<file path="src/rtl/sync_fifo_flagged_if.sv">
// Bundle of the FIFO's write, read and status signals.
// The master side drives requests and data; the FIFO is the slave.
interface sync_fifo_flagged_if #(
   parameter int DATA_WIDTH = 8,
   parameter int DEPTH      = 16
);
   localparam int CW = $clog2(DEPTH) + 1;

   logic                  wr_en;
   logic [DATA_WIDTH-1:0] din;
   logic                  rd_en;
   logic [DATA_WIDTH-1:0] dout;
   logic                  full;
   logic                  empty;
   logic                  almost_full;
   logic                  almost_empty;
   logic [CW-1:0]         count;
   logic                  overflow;
   logic                  underflow;

   modport master (
      output wr_en, din, rd_en,
      input  dout, full, empty, almost_full, almost_empty, count, overflow, underflow
   );

   modport slave (
      input  wr_en, din, rd_en,
      output dout, full, empty, almost_full, almost_empty, count, overflow, underflow
   );
endinterface

</file>
<file path="src/rtl/sync_fifo_flagged.sv">
// Single-clock FIFO with occupancy count, almost-full/empty thresholds and
// overflow/underflow pulses; registered-read or first-word-fall-through output.
module sync_fifo_flagged #(
   parameter int DATA_WIDTH = 8,
   parameter int DEPTH      = 16,
   parameter int AF_LEVEL   = DEPTH - 4,
   parameter int AE_LEVEL   = 4,
   parameter bit FWFT       = 1'b0
) (
   input  logic               clk,
   input  logic               rst_n,
   sync_fifo_flagged_if.slave bus
);
   localparam int AW = $clog2(DEPTH);
   localparam int CW = AW + 1;
   localparam logic [CW-1:0] DEPTH_C = CW'(DEPTH);
   localparam logic [CW-1:0] AF_C    = CW'(AF_LEVEL);
   localparam logic [CW-1:0] AE_C    = CW'(AE_LEVEL);

   logic [DATA_WIDTH-1:0] mem [DEPTH];
   logic [CW-1:0]         wr_ptr, rd_ptr, count_q, count_nxt;
   logic                  empty_q, full_q, af_q, ae_q, ovf_q, unf_q;
   logic                  rd_ok, wr_ok;

   // Handshake: a read is taken when rd_en is high and the FIFO is not empty;
   // a write is taken when wr_en is high and the FIFO is not full, or is full
   // but a read is taken on the same edge. A rejected request changes no state
   // and raises overflow/underflow for the following cycle only.
   assign rd_ok = bus.rd_en & ~empty_q;
   assign wr_ok = bus.wr_en & (~full_q | rd_ok);

   always_comb begin
      count_nxt = count_q;
      if (wr_ok && !rd_ok)
         count_nxt = count_q + CW'(1);
      else if (rd_ok && !wr_ok)
         count_nxt = count_q - CW'(1);
   end

   // Flags are registered from the next count so they always agree with count.
   always_ff @(posedge clk or negedge rst_n) begin
      if (!rst_n) begin
         wr_ptr  <= '0;
         rd_ptr  <= '0;
         count_q <= '0;
         empty_q <= 1'b1;
         full_q  <= 1'b0;
         af_q    <= 1'b0;
         ae_q    <= 1'b1;
         ovf_q   <= 1'b0;
         unf_q   <= 1'b0;
      end else begin
         if (wr_ok)
            wr_ptr <= wr_ptr + CW'(1);
         if (rd_ok)
            rd_ptr <= rd_ptr + CW'(1);
         count_q <= count_nxt;
         empty_q <= (count_nxt == '0);
         full_q  <= (count_nxt == DEPTH_C);
         af_q    <= (count_nxt >= AF_C);
         ae_q    <= (count_nxt <= AE_C);
         ovf_q   <= bus.wr_en & ~wr_ok;
         unf_q   <= bus.rd_en & empty_q;
      end
   end

   always_ff @(posedge clk) begin
      if (wr_ok)
         mem[wr_ptr[AW-1:0]] <= bus.din;
   end

   generate
      if (FWFT) begin : g_fwft
         assign bus.dout = mem[rd_ptr[AW-1:0]];
      end else begin : g_reg
         logic [DATA_WIDTH-1:0] dout_q;
         always_ff @(posedge clk or negedge rst_n) begin
            if (!rst_n)
               dout_q <= '0;
            else if (rd_ok)
               dout_q <= mem[rd_ptr[AW-1:0]];
         end
         assign bus.dout = dout_q;
      end
   endgenerate

   assign bus.count        = count_q;
   assign bus.empty        = empty_q;
   assign bus.full         = full_q;
   assign bus.almost_full  = af_q;
   assign bus.almost_empty = ae_q;
   assign bus.overflow     = ovf_q;
   assign bus.underflow    = unf_q;
endmodule

</file>
<file path="src/flat_wrapper.sv">
// flat-port wrapper written by rule: the top's interface ports become plain ports
module sync_fifo_flagged_flat 
#(
   parameter int DATA_WIDTH = 8,
   parameter int DEPTH      = 16,
   parameter int AF_LEVEL   = DEPTH - 4,
   parameter int AE_LEVEL   = 4,
   parameter bit FWFT       = 1'b0
)
  (clk, rst_n, bus_wr_en, bus_din, bus_rd_en, bus_dout, bus_full, bus_empty, bus_almost_full, bus_almost_empty, bus_count, bus_overflow, bus_underflow);
  sync_fifo_flagged_if #(.DATA_WIDTH(DATA_WIDTH), .DEPTH(DEPTH)) bus_i ();
  input  logic clk;
  input  logic rst_n;
  input wire logic [$bits(bus_i.wr_en)-1:0] bus_wr_en;
  input wire logic [$bits(bus_i.din)-1:0] bus_din;
  input wire logic [$bits(bus_i.rd_en)-1:0] bus_rd_en;
  output wire logic [$bits(bus_i.dout)-1:0] bus_dout;
  output wire logic [$bits(bus_i.full)-1:0] bus_full;
  output wire logic [$bits(bus_i.empty)-1:0] bus_empty;
  output wire logic [$bits(bus_i.almost_full)-1:0] bus_almost_full;
  output wire logic [$bits(bus_i.almost_empty)-1:0] bus_almost_empty;
  output wire logic [$bits(bus_i.count)-1:0] bus_count;
  output wire logic [$bits(bus_i.overflow)-1:0] bus_overflow;
  output wire logic [$bits(bus_i.underflow)-1:0] bus_underflow;
  assign bus_i.wr_en = bus_wr_en;
  assign bus_i.din = bus_din;
  assign bus_i.rd_en = bus_rd_en;
  assign bus_dout = bus_i.dout;
  assign bus_full = bus_i.full;
  assign bus_empty = bus_i.empty;
  assign bus_almost_full = bus_i.almost_full;
  assign bus_almost_empty = bus_i.almost_empty;
  assign bus_count = bus_i.count;
  assign bus_overflow = bus_i.overflow;
  assign bus_underflow = bus_i.underflow;
  sync_fifo_flagged #(.DATA_WIDTH(DATA_WIDTH), .DEPTH(DEPTH), .AF_LEVEL(AF_LEVEL), .AE_LEVEL(AE_LEVEL), .FWFT(FWFT)) u_core (.clk(clk), .rst_n(rst_n), .bus(bus_i));
endmodule
</file>
<file path="config.mk">
export PLATFORM = sky130hd
export DESIGN_NAME = sync_fifo_flagged_flat
export DESIGN_NICKNAME = d
export VERILOG_FILES = /design/src/rtl/sync_fifo_flagged_if.sv /design/src/rtl/sync_fifo_flagged.sv /design/src/flat_wrapper.sv
export SDC_FILE = /design/constraint.sdc
export NUM_CORES = 1
export LEC_CHECK = 0
export ABC_AREA = 1
export CAP_MARGIN = 0
export CELL_PAD_IN_SITES_DETAIL_PLACEMENT = 0
export CELL_PAD_IN_SITES_GLOBAL_PLACEMENT = 1
export CORE_MARGIN = 8
export CORE_UTILIZATION = 52
export CTS_CLUSTER_SIZE = 20
export DETAILED_ROUTE_END_ITERATION = 10
export PLACE_DENSITY = 0.83
export SLEW_MARGIN = 15
export SYNTH_ARGS = -nofsm -noshare
export SYNTH_HDL_FRONTEND = slang
export SYNTH_SLANG_ARGS = --single-unit
export TNS_END_PERCENT = 1
</file>
<file path="constraint.sdc">
create_clock -name clk -period 3.5 [get_ports clk]
set_input_delay 0.7 -clock clk [delete_from_list [all_inputs] [get_ports clk]]
set_output_delay 0.7 -clock clk [all_outputs]
set_load 0.02 [all_outputs]
</file>
==> run metrics <==
status complete, no violations; die height 127 um; Post-Synth Adder-Cell Area 0.0136; worst skew pair latency 0.42 ns; vias in the first global route 4,242; drt via density 5.43; Die Width 127 um; Simple-Gate Fraction of Synth Area 0.206; IO buf count 30; asr flop ratio synth 0.174; Final WS setup 0.919 ns; Final period util 0.737; sequential area share after synthesis 0.700; most common cell in the synthesized netlist nand2_1; DR pass1 iterations 5; Synth Flop Type edfxtp_1; Power Density 822 nW/um2; syn_area_per_cell 11.3 um2; # Post-CTS Setup Buffers 0; endpoint class of the critical path flip-flop; synthesized instance count 570; Worst EP arrival 2.62 ns; clock root cell clkbuf_16; # DRC 0; met1 usage 0.231; Post-synth EDFFs 128; number of synthesized register bits 155; max cap viols 0; required time of the critical path 3.54 ns; Synth cell types 30; RD Place Congestion 0.887; crit path launch type input port; Tot GR Track Use 0.189; cell total after placement 750; grt peak-use layer met2; Synth Area in Compound Gates 0.0347; met2 Track Usage GR 0.298; clock buffer depth 2; CTS resizes 0; WS Path Type in2reg; Overall Power 6.10 mW; I/O pin count 31; Post-Syn Nets 589; Yosys top cell by area edfxtp_1; final hold vios 0; Post-layout nets 620; Std-Cell Rows 40; main combinational cell family by area after synthesis simple AND/OR/NAND/NOR gates; WL final 14,500 um; crit path max fanout 12; synth cell count leaders nand2_1 (202), edfxtp_1 (128), nand3_1 (74); first-pass GRT wire length 22,700 um; Worst Tran Pin Value 0.930 ns; CTS tree yes; H-tree depth 4; Total Die Area 16,300 um2; post-synthesis mux area share 0; Syn. warnings 0; Worst-path clk slew 0.06 ns; Via Count 4,240; setup violators final 0; core area 12,100 um2; CTS Sinks 155; setup TNS 0 ns; antenna cell count 0; final setup skew 0.00991 ns; Hold Slack 0.487 ns; Inserted Clock Buffers 17; grt met3 use 0.0603; worst rel slew slack 0.378; Starting Density 0.536; drt wl/cell 18.6 um; post-route insts no fill 781; worst hold path class reg2reg; unrepaired setup endpoints after global routing no; Leak 2.87 nW; Max Fclk 387 MHz; Slew Limit Fails 0; total grt overflow 0; worst IR drop on VDD 460 uV; minimum clock period 2.58 ns; Area Overhead vs Synth 14.8%; dpl ws 0.507 ns; DRT iter0 DRCs 339; Hold Buf Count CTS 0; share of layout cells above drive strength 1 0.0816; reg2reg setup slack 1.35 ns; HPWL Detailed 9710 um; largest net degree at the start of global routing 67; synthesized area 6460 um2; Synth area leaders edfxtp_1 (59%), nand2_1 (12%), dfrtp_1 (9.7%); antenna violations before repair 0; Synth top area share 0.595; Post-DRT Antenna Nets 0; Synth Area in XOR/XNOR 0.0122
==> cell type report <==
cell class / instances / area (um2)
fillers: 971 / 4640
flip-flops and latches: 155 / 4520
multi-input cells: 366 / 1720
clock buffers: 20 / 437
repair buffers: 35 / 350
well taps: 168 / 210
inverters: 26 / 97.6
clock inverters: 11 / 80.1
==> placed cells by master, fill, tap and decap left out, types with 3 or more instances in the layout <==
| master | instances |
|---|---|
| xor2_1 | 7 |
| clkbuf_1 | 3 |
| clkinv_2 | 7 |
| clkbuf_16 | 17 |
| nand2_1 | 202 |
| nor2_1 | 23 |
| inv_1 | 20 |
| nand2_2 | 4 |
| inv_2 | 4 |
| a21boi_0 | 8 |
| dfrtp_1 | 24 |
| nand3_1 | 74 |
| clkdlybuf4s50_1 | 30 |
| o211ai_1 | 8 |
| nand3_2 | 3 |
| buf_4 | 4 |
| a21oi_1 | 16 |
| edfxtp_1 | 128 |
| ha_1 | 7 |
| clkinv_1 | 4 |
==> kinds of logic (layout without fill, tap and decap cells) <==
family	count (synthesis)	count (layout)
buf+inv	49	92
xor+xnor	9	9
flops	155	155
compound gates	36	36
simple gates	314	314
fa+ha+maj	7	7
==> through the flow <==
stage	utilization	instance area [um2]
2_1_floorplan	-	6460
3_3_place_gp	0.573	6910
3_5_place_dp	0.573	6910
4_1_cts	0.615	7420
5_1_grt	0.615	7420
6_report	0.615	7420
==> power by group <==
group	internal (mW)	switching (mW)
logic	0.655	1.35
clock network	0.956	0.650
registers	2.30	0.195
==> path summary, 6_finish.rpt <==
check	from	end	depth (start not counted)
worst max-delay path	bus_rd_en	u_core.mem[4][2]	7
worst min-delay path	u_core.bus.dout[1]	u_core.bus.dout[1]	2
worst max register to register	u_core.bus.empty	u_core.mem[4][2]	7
worst min register to register	u_core.bus.dout[1]	u_core.bus.dout[1]	2
max in group asynchronous	rst_n	u_core.bus.empty	2
min in group asynchronous	rst_n	u_core.rd_ptr[3]	1
==> routing by layer <==
metal  vias to the layer above  part of all wire  wire, um
met1                      2046              0.43      6210
met5                         -                 0         0
li1                       2006                 -         -
met3                        27             0.075      1090
met2                       161              0.47      6840
met4                         0             0.026       372
==> registers in the layout, summed over array words and instances (netlist names) <==
| name | flops |
|---|---|
| u_core.bus.almost_empty | 1 |
| u_core.bus.count | 5 |
| u_core.bus.full | 1 |
| u_core.bus.overflow | 1 |
| u_core.rd_ptr | 4 |
| u_core.bus.almost_full | 1 |
| u_core.bus.underflow | 1 |
| u_core.bus.dout | 8 |
| u_core.wr_ptr | 4 |
| u_core.bus.empty | 1 |
| u_core.mem | 128 |
==> worst max-delay path, cell delays in order <==
cell and delay, ns:
clkdlybuf4s50_1 0.56, nand2_2 0.22, inv_1 0.14, o21ai_2 0.11, inv_1 0.16, nand2_1 0.16
nor2_1 0.57
(Power assumes the default switching activity.)
